<file path="config.mk">
export PLATFORM = sky130hd
export DESIGN_NAME = alu_exec
export DESIGN_NICKNAME = d
export VERILOG_FILES = /design/src/rtl/alu_exec.sv
export SDC_FILE = /design/constraint.sdc
export NUM_CORES = 1
export LEC_CHECK = 0
export BUFFER_PORTS_ARGS = -buffer_cell sky130_fd_sc_hd__buf_2
export CAP_MARGIN = 20
export CELL_PAD_IN_SITES_DETAIL_PLACEMENT = 0
export CELL_PAD_IN_SITES_GLOBAL_PLACEMENT = 1
export CORE_MARGIN = 4
export CORE_UTILIZATION = 50
export CTS_BUF_LIST = sky130_fd_sc_hd__clkbuf_8 sky130_fd_sc_hd__clkbuf_16
export CTS_CLUSTER_SIZE = 20
export DETAILED_ROUTE_END_ITERATION = 10
export MAX_ROUTING_LAYER = met4
export PLACE_DENSITY_LB_ADDON = 0.15
export SYNTH_ARGS = -nofsm -noshare
export SYNTH_HDL_FRONTEND = slang
export SYNTH_SLANG_ARGS = --single-unit
export TNS_END_PERCENT = 50
</file>
<file path="constraint.sdc">
create_clock -name clk -period 7.9 [get_ports clk]
set_input_delay 1.58 -clock clk [delete_from_list [all_inputs] [get_ports clk]]
set_output_delay 1.58 -clock clk [all_outputs]
set_load 0.01 [all_outputs]
</file>
<file path="src/rtl/alu_exec.sv">
// ---------------------------------------------------------------------------
// alu_exec : multi-cycle ALU with shift-add multiplier and one-cycle write-back
// Revision : 1.0
// ---------------------------------------------------------------------------
`default_nettype none

module alu_exec #(
  parameter int WIDTH = 16
) (
  input  logic             clk,
  input  logic             reset_n,
  input  logic             start,
  input  logic [2:0]       op,
  input  logic [WIDTH-1:0] srcA,
  input  logic [WIDTH-1:0] srcB,
  input  logic [3:0]       dest,
  output logic             ready,
  output logic [WIDTH-1:0] writeData,
  output logic [3:0]       write,
  output logic             regWrite,
  output logic             zero,
  output logic             overflow,
  output logic             err
);

  localparam int CW = $clog2(WIDTH);

  localparam logic [2:0] OP_ADD = 3'b000;
  localparam logic [2:0] OP_SUB = 3'b001;
  localparam logic [2:0] OP_AND = 3'b010;
  localparam logic [2:0] OP_OR  = 3'b011;
  localparam logic [2:0] OP_SLT = 3'b100;
  localparam logic [2:0] OP_SLL = 3'b101;
  localparam logic [2:0] OP_MUL = 3'b110;
  localparam logic [2:0] OP_ILL = 3'b111;

  typedef enum logic [1:0] {
    S_IDLE = 2'd0,
    S_MUL  = 2'd1,
    S_WB   = 2'd2
  } state_t;

  state_t             state_q, state_d;
  logic [CW-1:0]      cnt_q, cnt_d;
  logic [2*WIDTH-1:0] acc_q, acc_d;
  logic [2*WIDTH-1:0] mcand_q, mcand_d;
  logic [WIDTH-1:0]   mplier_q, mplier_d;
  logic [3:0]         dest_q, dest_d;
  logic [WIDTH-1:0]   writeData_q, writeData_d;
  logic [3:0]         write_q, write_d;
  logic               regWrite_q, regWrite_d;
  logic               zero_q, zero_d;
  logic               ovf_q, ovf_d;
  logic               err_q, err_d;

  logic [WIDTH-1:0]   sum, diff, alu_res;
  logic               alu_ovf;
  logic [2*WIDTH-1:0] mul_sum;

  assign sum  = srcA + srcB;
  assign diff = srcA - srcB;

  always_comb begin
    alu_res = '0;
    alu_ovf = 1'b0;
    case (op)
      OP_ADD: begin
        alu_res = sum;
        alu_ovf = (srcA[WIDTH-1] == srcB[WIDTH-1]) && (sum[WIDTH-1] != srcA[WIDTH-1]);
      end
      OP_SUB: begin
        alu_res = diff;
        alu_ovf = (srcA[WIDTH-1] != srcB[WIDTH-1]) && (diff[WIDTH-1] != srcA[WIDTH-1]);
      end
      OP_AND:  alu_res = srcA & srcB;
      OP_OR:   alu_res = srcA | srcB;
      OP_SLT:  alu_res = {{(WIDTH-1){1'b0}}, ($signed(srcA) < $signed(srcB))};
      OP_SLL:  alu_res = srcA << srcB[CW-1:0];
      default: alu_res = '0;
    endcase
  end

  // One multiplier bit per cycle: add the shifted multiplicand when the LSB is set.
  assign mul_sum = acc_q + (mplier_q[0] ? mcand_q : '0);

  always_comb begin
    state_d     = state_q;
    cnt_d       = cnt_q;
    acc_d       = acc_q;
    mcand_d     = mcand_q;
    mplier_d    = mplier_q;
    dest_d      = dest_q;
    writeData_d = writeData_q;
    write_d     = write_q;
    zero_d      = zero_q;
    ovf_d       = ovf_q;
    regWrite_d  = 1'b0;
    err_d       = 1'b0;
    case (state_q)
      S_IDLE: begin
        if (start) begin
          if (op == OP_MUL) begin
            state_d  = S_MUL;
            cnt_d    = '0;
            acc_d    = '0;
            mcand_d  = {{WIDTH{1'b0}}, srcA};
            mplier_d = srcB;
            dest_d   = dest;
          end else begin
            state_d     = S_WB;
            writeData_d = alu_res;
            write_d     = dest;
            zero_d      = (alu_res == '0);
            ovf_d       = alu_ovf;
            regWrite_d  = (op != OP_ILL);
            err_d       = (op == OP_ILL);
          end
        end
      end
      S_MUL: begin
        acc_d    = mul_sum;
        mcand_d  = mcand_q << 1;
        mplier_d = mplier_q >> 1;
        cnt_d    = cnt_q + 1'b1;
        if (cnt_q == CW'(WIDTH-1)) begin
          state_d     = S_WB;
          cnt_d       = '0;
          writeData_d = mul_sum[WIDTH-1:0];
          write_d     = dest_q;
          zero_d      = (mul_sum[WIDTH-1:0] == '0);
          ovf_d       = |mul_sum[2*WIDTH-1:WIDTH];
          regWrite_d  = 1'b1;
        end
      end
      S_WB:    state_d = S_IDLE;
      default: state_d = S_IDLE;
    endcase
  end

  always_ff @(posedge clk or negedge reset_n) begin
    if (!reset_n) begin
      state_q     <= S_IDLE;
      cnt_q       <= '0;
      acc_q       <= '0;
      mcand_q     <= '0;
      mplier_q    <= '0;
      dest_q      <= '0;
      writeData_q <= '0;
      write_q     <= '0;
      regWrite_q  <= 1'b0;
      zero_q      <= 1'b0;
      ovf_q       <= 1'b0;
      err_q       <= 1'b0;
    end else begin
      state_q     <= state_d;
      cnt_q       <= cnt_d;
      acc_q       <= acc_d;
      mcand_q     <= mcand_d;
      mplier_q    <= mplier_d;
      dest_q      <= dest_d;
      writeData_q <= writeData_d;
      write_q     <= write_d;
      regWrite_q  <= regWrite_d;
      zero_q      <= zero_d;
      ovf_q       <= ovf_d;
      err_q       <= err_d;
    end
  end

  assign ready     = (state_q == S_IDLE);
  assign writeData = writeData_q;
  assign write     = write_q;
  assign regWrite  = regWrite_q;
  assign zero      = zero_q;
  assign overflow  = ovf_q;
  assign err       = err_q;

endmodule

`default_nettype wire

</file>
==> metrics.md, run 1 <==
| Metric | Value |
|---|---|
| Die X-Extent | `between 100 and 150 um` |
| CP peak stage delay | `430 ps` |
| Synthesized cell area | `9572 sq um` |
| IO buf count | `66` |
| Worst R2R Setup Slack | `~3800 ps` |
| GPL Wtd Cong | `0.9812` |
| H-tree depth | `4` |
| Sequential element share of the synthesized area | `0.2980` |
| Worst Setup End Kind | `flop` |
| Cell breakdown of the critical path | `buf_2 -> ha_1 -> inv_1 -> fa_1 -> nor2b_1 -> o21a_1 -> o21ai_1 -> a2111oi_0 -> a2111o_1 -> a21o_1 -> a31oi_1 -> xnor2_1 -> o211ai_1 -> a22o_1` |
| Insertion delay of the later-clocked pin in the worst-skew pair | `between 400 and 500 ps` |
| Synth area leaders | `dfrtp_1, ha_1, nand2_1` |
| Vias in the first global route | `8265` |
| Sum Neg Setup Slack | `0 ps` |
| ANT nets after route | `0` |
| Cts bufs inserted | `17` |
| Die height | `146.4 um` |
| Reg-to-Reg Start | `mplier_q[0]` |
| Clock buffer depth | `2` |
| Required time worst endpoint | `8200 ps` |
| Number of synthesized register bits | `114` |
| Total Routed Length | `about 28000 um` |
| TritonCTS clock tree | `built` |
| Final Cycle Share | `0.5893` |
| Detailed Routing Iterations Pass 1 | `5` |
| Crit path arrival time | `4950 ps` |
| Max VDD drop | `0.1618 mV` |
| Least-Margin Pin Slew | `1007 ps` |
| Hold depth | `2` |
| Number of remaining DRC errors | `0` |
| Initial antenna violation count | `0` |
| F_max | `~210 MHz` |
| Primary FF master, synth | `dfrtp_1` |
| Pre-CTS setup slack | `2913 ps` |
| Leakage | `between 5 and 6 nW` |
| CTS clk-pin slew, worst paths | `50 ps` |
| CP Launch Point | `srcB[0]` |
| Slowest cell on the critical path | `buf_2` |
| DRT iter0 DRCs | `703` |
| Delay-heaviest family, CP | `compound AO/OA/AOI/OAI gates` |
| Gate Count Post-Synth | `1211` |
| Post-Syn Area per Cell | `~7.9 sq um` |
| RSZ-0062 raised after global routing | `no` |
| PnR worst setup slack | `3244 ps` |
| Final HPWL DP | `20530 um` |
| Number of top-level pins | `67` |
| Full die area | `21420 sq um` |
| Final worst clock skew | `8.653 ps` |
| Crit path buf inv count | `2` |
| # resized after CTS | `0` |
| Layout area overhead | `10.58%` |
| Root buffer cell | `clkbuf_16` |
| Via count | `between 8000 and 9000` |
| Number of library cell types mapped by synthesis | `between 80 and 90` |
| Pwr per Cell Area | `272.1 nW/um^2` |
| Min cycle time layout | `4656 ps` |
| Final instance area | `10580 sq um` |
| HP Start | `writeData[2]` |
| Leading area contributor after synthesis | `dfrtp_1` |
| Total power | `0.002880 W` |
| Final Hold Viols | `0` |
| Slew Limit Fails | `0` |
| Worst R2R End | `overflow` |
| Global-route wire length before repair | `around 45000 um` |
| Crit path launch type | `input pin` |
| Syn nets | `1342` |
| Grt ovf | `0` |
| Hold EP | `writeData[2]` |
| Crit-path max FO | `25` |
| Placed Area | `9975 sq um` |
| Vias per cell | `6.015` |
| GRT Overall Usage | `0.2662` |
| HP Class | `flop to flop` |
| Yosys top cell area share | `0.2980` |
| FFs w/ async S/R, synth | `1.000` |
| EDFF count, synth | `0` |
| Std-Cell Rows | `50` |
| WL/cell | `approximately 19 um` |
| Post-CTS Setup Repair Bufs | `0` |
| Largest net degree at the start of global routing | `91` |
| Crit path kind | `input pin to flop` |
| Worst Reg-to-Reg Cells | `14` |
| MaxCap Viol Count | `0` |
| Initial Util | `0.5100` |
| Outcome | `complete, no violations` |
| Hold buffers post-CTS | `0` |
| Slew HR | `0.3289` |
| Core area | `18770 sq um` |
| Endpoints failing setup | `0` |
| Share of post-route cells with drive strength above 1 | `0.1187` |
| Sink Count | `114` |
| Synth warnings | `0` |
| Nets@finish | `1365` |
-- registers in the layout, summed over array words and instances (netlist names), 2 cells and up --
name and flops:
acc_q 32, cnt_q 4, dest_q 4, mcand_q 32, mplier_q 16, state_q 2
write 4, writeData 16
-- where the power goes --
part           internal (W)  switching (W)  leakage, nW  total (W)
clock              0.000516       0.000278        0.306   0.000794
combinational      0.000437       0.000663         3.27    0.00110
sequential         0.000820       0.000166         1.49   0.000985
total               0.00177        0.00111         5.07    0.00288
-- logic make-up after synthesis --
kind of cell / count (synthesis) / share of synthesized area
AOI/OAI and AO/OA: 387 / 0.2526
xor gates and xnor gates: 36 / 0.03294
and+or+nand+nor: 431 / 0.2090
buffers and inverters: 124 / 0.05229
DFF: 114 / 0.2980
adders and majority gates: 89 / 0.1187
muxes: 30 / 0.03647
-- layout by cell type (no fill, tap or decap), types with 5 or more instances in the layout --
cell / count
nor2b_1: 10
a21oi_1: 108
nor2_1: 88
a31o_2: 8
nand2b_1: 6
and3_1: 8
o211ai_1: 11
o21bai_1: 13
nand2_1: 178
dfrtp_1: 114
buf_4: 10
and2_1: 38
nor4_1: 5
inv_1: 55
o21ai_1: 9
xnor2_1: 25
mux2_2: 8
ha_1: 86
o21ai_0: 117
buf_2: 65
clkbuf_16: 17
mux2i_1: 18
nor3_1: 15
xor2_1: 11
o31ai_1: 8
a211o_1: 6
a21o_1: 18
nand3_1: 42
nand4_1: 9
a211oi_1: 20
or3_1: 7
a31oi_1: 11
-- worst reg2reg max path: stages (launching register included) --
cell	delay (ps)
dfrtp_1	350
buf_4	230
and2_1	220
ha_1	230
fa_1	440
a211oi_2	210
o21bai_1	150
o211ai_2	300
a21oi_1	140
or4_4	450
a2111oi_4	390
nand4_1	200
nor4bb_1	320
and4_1	260
a31oi_1	100
-- stage by stage --
| step | util | instances | hold slack [ps] |
|---|---|---|---|
| after floorplan | - | 1211 | 445.5 |
| after global placement | 0.5315 | 1449 | 451.3 |
| after detailed placement | 0.5315 | 1449 | 455.7 |
| after CTS | 0.5638 | 1481 | 467.7 |
| after global routing | 0.5638 | 1481 | 490.3 |
| final | 0.5639 | 1482 | 466.0 |
-- area by class of cell --
| type | count | area (sq um) |
|---|---|---|
| Antenna cell | 1 | 2.502 |
| Clock buffer | 20 | 466.7 |
| Clock inverter | 12 | 140.1 |
| Fill cell | 1809 | 8184 |
| Inverter | 53 | 198.9 |
| Multi-Input combinational cell | 973 | 6230 |
| Sequential cell | 114 | 2853 |
| Tap cell | 234 | 292.8 |
| Timing Repair Buffer | 75 | 400.4 |
-- synthesized netlist by cell type (9+ instances only) --
master    count
dfrtp_1     114
inv_1        52
clkbuf_1     55
a21oi_1     108
nor2b_1      10
nor3_1       15
xor2_1       11
a211oi_1     20
o211ai_1     11
nor2_1       88
a21o_1       18
o21ai_0     117
nand2_1     178
o21ai_1       9
nand3_1      42
mux2i_1      18
a31oi_1      11
nand4_1       9
o21bai_1     13
ha_1         86
and2_1       38
xnor2_1      25
-- worst max path at each step --
stage	to	slack, ps	cells after the start
finish	writeData[14]	3240	14
global route	writeData[14]	3030	14
CTS	writeData[14]	3330	14
detailed placement	writeData[14]	2910	14
global placement	writeData[14]	3000	14
floorplan	zero	3550	14
-- per-layer routing --
layer / track usage / routed length (um)
met4: 0.06867 / 450
met3: 0.04531 / 1658
met2: 0.3783 / 11840
met5: - / 0
met1: 0.3933 / 14060
No activity file was read; power rests on OpenSTA's default activity.
==> run 2, diff against run 1 <==
- ABC_AREA: default -> 1
- CORE_UTILIZATION: 50 -> 44
- clock period: 7.9 -> 4.6 ns (I/O delays scaled with it)
==> run 2 against run 1 <==
Compared with the run above: combinational power rose to 2.6 times the previous value; routed wire length rose by 43%; sequential share of layout area is 3.2 points lower; design area increased by 14%; register-to-register slack got worse by 2300 ps; non-clock buffer count increased by 2.
==> metrics.md, run 2 <==
| Metric | Value |
|---|---|
| End point of the critical path | `overflow` |
| Leakage | `6.676 nW (+32%)` |
| Reg-to-Reg Start | `mplier_q[0]` |
| Nets@finish | `1921 (+41%)` |
| Worst Reg-to-Reg Cells | `18 (+4)` |
| Slew HR | `0.4115 (+0.08263)` |
| IO buf count | `66 (unchanged)` |
| Sum Neg Setup Slack | `0 ps (unchanged)` |
| Hold buffers post-CTS | `0 (unchanged)` |
| Delay-heaviest family, CP | `simple AND/OR/NAND/NOR gates` |
| Top sig layer | `met4` |
| Worst Setup End Kind | `flop` |
| Total Routed Length | `40020 um (+43%)` |
| HP Class | `flop to flop` |
| WL/cell | `18.81 um (-0.50%)` |
| Die height | `166.1 um (+13%)` |
| Initial antenna violation count | `1 (+1)` |
| F_max | `approximately 320 MHz` |
| DR WL met2 | `19500 um (+65%)` |
| Slowest cell on the critical path | `dfrtp_1` |
| Post-CTS Setup Repair Bufs | `0 (unchanged)` |
| GRT Overall Usage | `0.2978 (+0.03158)` |
| Worst hold slack | `504.1 ps (+38.16 ps)` |
| Number of library cell types mapped by synthesis | `47 (-45%)` |
| Footprint of the multi-input gates | `6671 sq um (+7.1%)` |
| # resized after CTS | `0 (unchanged)` |
| GPL Wtd Cong | `1.030 (+4.9%)` |
| Most used cell, CP | `nand2_1` |
| Yosys top cell area share | `0.2594 (-0.03859)` |
| Most frequent cells in the layout | `nand2_1, inv_1, nand3_1, nor2_1, dfrtp_1` |
| Crit-path max FO | `31 (+24%)` |
| CP Launch Point | `mplier_q[0]` |
| Final HPWL DP | `31970 um (+56%)` |
| Number of top-level pins | `67 (unchanged)` |
| Number of remaining DRC errors | `0 (unchanged)` |
| Count leader, synth | `nand2_1` |
| Detailed Routing Iterations Pass 1 | `5 (unchanged)` |
| Global-route wire length before repair | `62760 um (+40%)` |
| Crit path buf inv count | `3 (+1)` |
| Final Cycle Share | `0.6864` |
| Required time worst endpoint | `4910 ps (-3290 ps)` |
| Vias in the first global route | `10977 (+33%)` |
| Cts bufs inserted | `17 (unchanged)` |
| Layout area overhead | `9.433%` |
| Largest net degree at the start of global routing | `60 (-34%)` |
| Grt ovf | `0 (unchanged)` |
| Synth area leaders | `dfrtp_1, nand2_1, ha_1` |
| Commonest non-fill, non-tap cell in the layout | `nand2_1` |
| Initial Util | `0.4495 (-0.06051)` |
| Slew Limit Fails | `0 (unchanged)` |
| Final Hold Viols | `0 (unchanged)` |
| M1 WL | `17400 um (+24%)` |
| CTS clk-pin slew, worst paths | `60 ps (about the same)` |
| Primary FF master, synth | `dfrtp_1` |
| H-tree depth | `4 (unchanged)` |
| MaxCap Viol Count | `0 (unchanged)` |
| Crit path launch type | `flop` |
| Sink Count | `114 (unchanged)` |
| Max VDD drop | `0.2290 mV (+42%)` |
| Number of synthesized register bits | `114 (unchanged)` |
| Met3 wire len | `1443 um (-13%)` |
| Sequential element share of the synthesized area | `0.2594 (-0.03859)` |
| Crit path kind | `flop to flop` |
| Share of post-route cells with drive strength above 1 | `0.09207 (-0.02662)` |
| Root buffer cell | `clkbuf_16` |
| Cell breakdown of the critical path | `buf_4 -> nand2_1 -> inv_1 -> ha_1 -> nand2_1 -> inv_1 -> a21oi_1 -> nand2_1 -> nand2_1 -> nand2_1 -> nand2_1 -> nand2_1 -> nand2_1 -> nand3_1 -> nor2_1 -> nand4_1 -> nand2_1 -> nand2_1` |
| Std-Cell Rows | `57 (+14%)` |
| ANT nets after route | `0 (unchanged)` |
| Worst R2R End | `overflow` |
| Vias per cell | `5.277 (-12%)` |
| Pwr per Cell Area | `485.2 nW/um^2 (+78%)` |
| Insertion delay of the later-clocked pin in the worst-skew pair | `430 ps (+20 ps)` |
| Gate Count Post-Synth | `1758 (+45%)` |
| EDFF count, synth | `0 (unchanged)` |
| Post-synth top cells | `nand2_1, inv_1, nand3_1` |
| Synth warnings | `0 (unchanged)` |
| Final worst clock skew | `14.54 ps (+5.883 ps)` |
| TritonCTS clock tree | `built` |
| Post-Syn Area per Cell | `6.255 sq um (-21%)` |
| Outcome | `complete, no violations` |
| Crit path arrival time | `3470 ps (-1480 ps)` |
| PnR worst setup slack | `1443 ps (-1801 ps)` |
| Full die area | `27580 sq um (+29%)` |
| Clock buffer depth | `2 (unchanged)` |
| Critical Path Stages | `18 (+4)` |
| Die X-Extent | `166.1 um (+13%)` |
| CP peak stage delay | `380 ps (-50 ps)` |
| Via count | `11230 (+26%)` |
| Fillers | `2629 (+45%)` |
| RSZ-0062 raised after global routing | `no` |
| Endpoints failing setup | `0 (unchanged)` |
| Core area | `24460 sq um (+30%)` |
| DRT iter0 DRCs | `807 (+15%)` |
| Min cycle time layout | `3157 ps` |
| Syn nets | `1889 (+41%)` |
| Least-Margin Pin Slew | `882.8 ps (-123.9 ps)` |
| Leading area contributor after synthesis | `dfrtp_1` |
| FFs w/ async S/R, synth | `1.000 (unchanged)` |
| FF/Latch Area | `2853 sq um (unchanged)` |
| Top Registers | `acc_q (32), mcand_q (32)` |
| Pre-CTS setup slack | `1132 ps (-1781 ps)` |
| Worst R2R Setup Slack | `1440 ps (-2330 ps)` |
| Synthesized cell area | `11000 sq um (+15%)` |
[run 2: cells by family after synthesis]
| logic type | count (synthesis) | synth area share |
|---|---|---|
| DFF | 114 | 0.2594 |
| muxes | 4 | 0.004096 |
| buffers and inverters | 356 | 0.1340 |
| AOI/OAI and AO/OA | 246 | 0.1302 |
| xor gates and xnor gates | 18 | 0.01434 |
| and+or+nand+nor | 931 | 0.3546 |
| adders and majority gates | 89 | 0.1033 |
[run 2: per-layer routing]
metal / vias to the layer above / track usage
li1: 5655 / -
met1: 5219 / 0.3721
met2: 280 / 0.4954
met3: 76 / 0.03095
met4: 0 / 0.1216
met5: - / -
[run 2: cell type report]
class	count	share of cell area
flip-flops and latches	114	0.2371
clock inverters	13	0.01009
repair buffers	77	0.03556
diodes	1	0.0002080
inverters	292	0.09130
clock buffers	19	0.03764
multi-input cells	1288	0.5544
well taps	324	0.03369
[run 2: metrics by stage]
stage / utilization / area [sq um] / power, W / std cells
2_1_floorplan: - / 11000 / 0.003594 / 1758
3_3_place_gp: 0.4683 / 11460 / 0.004468 / 2095
3_5_place_dp: 0.4683 / 11460 / 0.004498 / 2095
4_1_cts: 0.4918 / 12030 / 0.005862 / 2127
5_1_grt: 0.4919 / 12030 / 0.006329 / 2128
6_report: 0.4919 / 12030 / 0.005838 / 2128
[run 2: how the worst min path moves through the flow]
| stage | start | endpoint | slack, ps | cells past startpoint |
|---|---|---|---|---|
| 2_1_floorplan | acc_q[2] | acc_q[2] | 480 | 2 |
| 3_3_place_gp | dest_q[3] | dest_q[3] | 490 | 1 |
| 3_5_place_dp | dest_q[3] | dest_q[3] | 490 | 1 |
| 4_1_cts | dest_q[3] | dest_q[3] | 510 | 1 |
| 5_1_grt | dest_q[0] | dest_q[0] | 520 | 1 |
| 6_report | dest_q[3] | dest_q[3] | 500 | 1 |
[run 2: where the power goes]
| group | switching [W] | internal [W] | total, W |
|---|---|---|---|
| logic | 0.00191 | 0.000957 | 0.00286 |
| clock network | 0.000523 | 0.000816 | 0.00134 |
| registers | 0.000240 | 0.00140 | 0.00164 |
| total | 0.00267 | 0.00317 | 0.00584 |
==> run 3, diff against run 2 <==
- CORE_UTILIZATION: 44 -> 40
- clock period: 4.6 -> 2.6 ns (I/O delays scaled with it)
==> run 3 against run 2 <==
Compared with the run above: the flow now finishes with violations (setup timing); routed wire length is 6.1% higher; die area increased by 9.5%; critical path depth fell by 1; setup slack worse by 1500 ps; clock power is 81% higher; critical path type unchanged.
==> metrics.md, run 3 (synthesis gave the netlist of run 2 again) <==
| Metric | Value |
|---|---|
| Outcome | `complete, but fails checks` |
| Worst Reg-to-Reg Cells | `17 (-1)` |
| Detailed Routing Iterations Pass 1 | `5 (unchanged)` |
| PnR worst setup slack | `-21.97 ps (-1465 ps)` |
| IO buf count | `66 (unchanged)` |
| CTS clk-pin slew, worst paths | `60 ps (about the same)` |
| Ant diodes | `0 (-1)` |
| Number of top-level pins | `67 (unchanged)` |
| Slew HR | `0.6323 (+0.2208)` |
| Initial antenna violation count | `0 (-1)` |
| Endpoints failing setup | `1 (+1)` |
| Crit path kind | `flop to flop` |
| Die X-Extent | `173.8 um (+4.6%)` |
| Top Registers | `acc_q (32), mcand_q (32)` |
| Final Hold Viols | `0 (unchanged)` |
| Sink Count | `114 (unchanged)` |
| Cts bufs inserted | `17 (unchanged)` |
| GPL Wtd Cong | `1.029 (-0.11%)` |
| Least-Margin Pin Slew | `551.5 ps (-331.3 ps)` |
| Largest net degree at the start of global routing | `59 (-1.7%)` |
| F_max | `381.4 MHz (+20%)` |
| Die height | `173.8 um (+4.6%)` |
| Via count | `11939 (+6.3%)` |
| WL/cell | `17.98 um (-4.4%)` |
| Min cycle time layout | `2622 ps (-535.3 ps)` |
| HP Class | `input pin to async pin` |
| TritonCTS clock tree | `built` |
| Max VDD drop | `0.4278 mV (+87%)` |
| Grt ovf | `0 (unchanged)` |
| Crit path arrival time | `2940 ps (-530 ps)` |
| Clock buffer depth | `2 (unchanged)` |
| Worst Setup End Kind | `flop` |
| MaxCap Viol Count | `0 (unchanged)` |
| Sum Neg Setup Slack | `-21.97 ps (-21.97 ps)` |
| Slew Limit Fails | `0 (unchanged)` |
| Insertion delay of the later-clocked pin in the worst-skew pair | `420 ps (about the same)` |
| Nets@finish | `2138 (+11%)` |
| RSZ-0062 raised after global routing | `yes` |
| Vias in the first global route | `11894 (+8.4%)` |
| Pwr per Cell Area | `870.2 nW/um^2 (+79%)` |
| Final HPWL DP | `34920 um (+9.2%)` |
| Required time worst endpoint | `2910 ps (-2000 ps)` |
| Commonest non-fill, non-tap cell in the layout | `nand2_1` |
| Final worst clock skew | `12.09 ps (-2.447 ps)` |
| ANT nets after route | `0 (unchanged)` |
| Final Cycle Share | `1.008 (+0.3221)` |
| Crit path launch type | `flop` |
| Worst hold slack | `48.00 ps (-456.1 ps)` |
| Most frequent cells in the layout | `nand2_1, inv_1, buf_4, nand3_1, nor2_1` |
| Vias per cell | `5.057 (-4.2%)` |
| Initial Util | `0.4069 (-0.04264)` |
| Core area | `27030 sq um (+10%)` |
| Root buffer cell | `clkbuf_16` |
| Std-Cell Rows | `60 (+5.3%)` |
| GRT Overall Usage | `0.2891 (-0.008686)` |
| Layout area overhead | `31.75%` |
| Leakage | `7.809 nW (+17%)` |
| Full die area | `30200 sq um (+9.5%)` |
| Failing checks | `setup timing` |
| Number of remaining DRC errors | `0 (unchanged)` |
| Global-route wire length before repair | `66490 um (+5.9%)` |
| Share of post-route cells with drive strength above 1 | `0.2480 (+0.1560)` |
| H-tree depth | `4 (unchanged)` |
| Crit-path max FO | `5 (-84%)` |
| Total Routed Length | `42460 um (+6.1%)` |
| DRT iter0 DRCs | `814 (+0.87%)` |
| Post-Route Utilization | `0.5360 (+0.04413)` |
-- run 3: cell types whose count changed in the layout (fill, tap and decap cells not counted), sizes merged --
cell / change
buf: +217
diode: -1
inv: +2
clkinvlp: -1
clkinv: -1
-- run 3: path summary, 6_finish.rpt --
path                                    end         from  slack (ps)
max in group asynchronous       mcand_q[29]      reset_n        1880
min in group clk                  dest_q[1]      dest[1]         340
worst max-delay path               overflow  mplier_q[0]         -20
worst min register to register    dest_q[2]    dest_q[2]         510
worst max register to register     overflow  mplier_q[0]         -20
worst min-delay path            mplier_q[9]      reset_n          50
-- run 3: final cells by class --
type | count | area [sq um]
Clock buffer | 19 | 452.9
Clock inverter | 13 | 148.9
Fill cell | 2830 | 12540
Inverter | 292 | 1099
Multi-Input combinational cell | 1288 | 7336
Sequential cell | 114 | 2855
Tap cell | 341 | 426.7
Timing Repair Buffer | 294 | 2168
-- run 3: power breakdown --
group          total (W)  switching [W]  internal [W]
sequential       0.00299       0.000515       0.00247
combinational    0.00719        0.00397       0.00322
clock            0.00243       0.000949       0.00148
total             0.0126        0.00543       0.00717
-- run 3: metrics by stage --
stage | setup WS [ps] | total power (W) | instance area [sq um] | instances
after floorplan | 75.25 | 0.006358 | 11000 | 1758
after global placement | -370.6 | 0.009043 | 13160 | 2323
after detailed placement | -304.6 | 0.009084 | 13160 | 2323
after CTS | 0.6632 | 0.01220 | 14190 | 2357
after global routing | -150.5 | 0.01356 | 14490 | 2361
final | -21.97 | 0.01261 | 14490 | 2361
-- run 3: timing repair --
item	CTS	global route
gates resized for setup	73	63
pin swaps	11	26
hold buffers	0	0
gates cloned	0	0
setup endpoints to repair	5	10
buffers inserted	2	4
-- run 3: routing by layer --
metal / share of wire / vias up / GRT usage
met5: 0 / - / -
met4: 0.040 / 0 / 0.1069
met3: 0.017 / 60 / 0.01897
met2: 0.50 / 178 / 0.5063
met1: 0.44 / 5614 / 0.3512
li1: - / 6087 / -
-- run 3: critical path: stages (launching register included) --
cell and delay, ps:
dfrtp_2 460, nand2_1 80, inv_1 50, ha_1 210, fa_2 390, buf_4 160, nand2_1 100, nand3_4 100
nand2_2 110, nand2_4 80, nand2_2 120, nand3_1 80, nand2_1 90, nand2_1 70, nor2_1 120, nand4_1 150
nand2_1 100, nand2_1 50
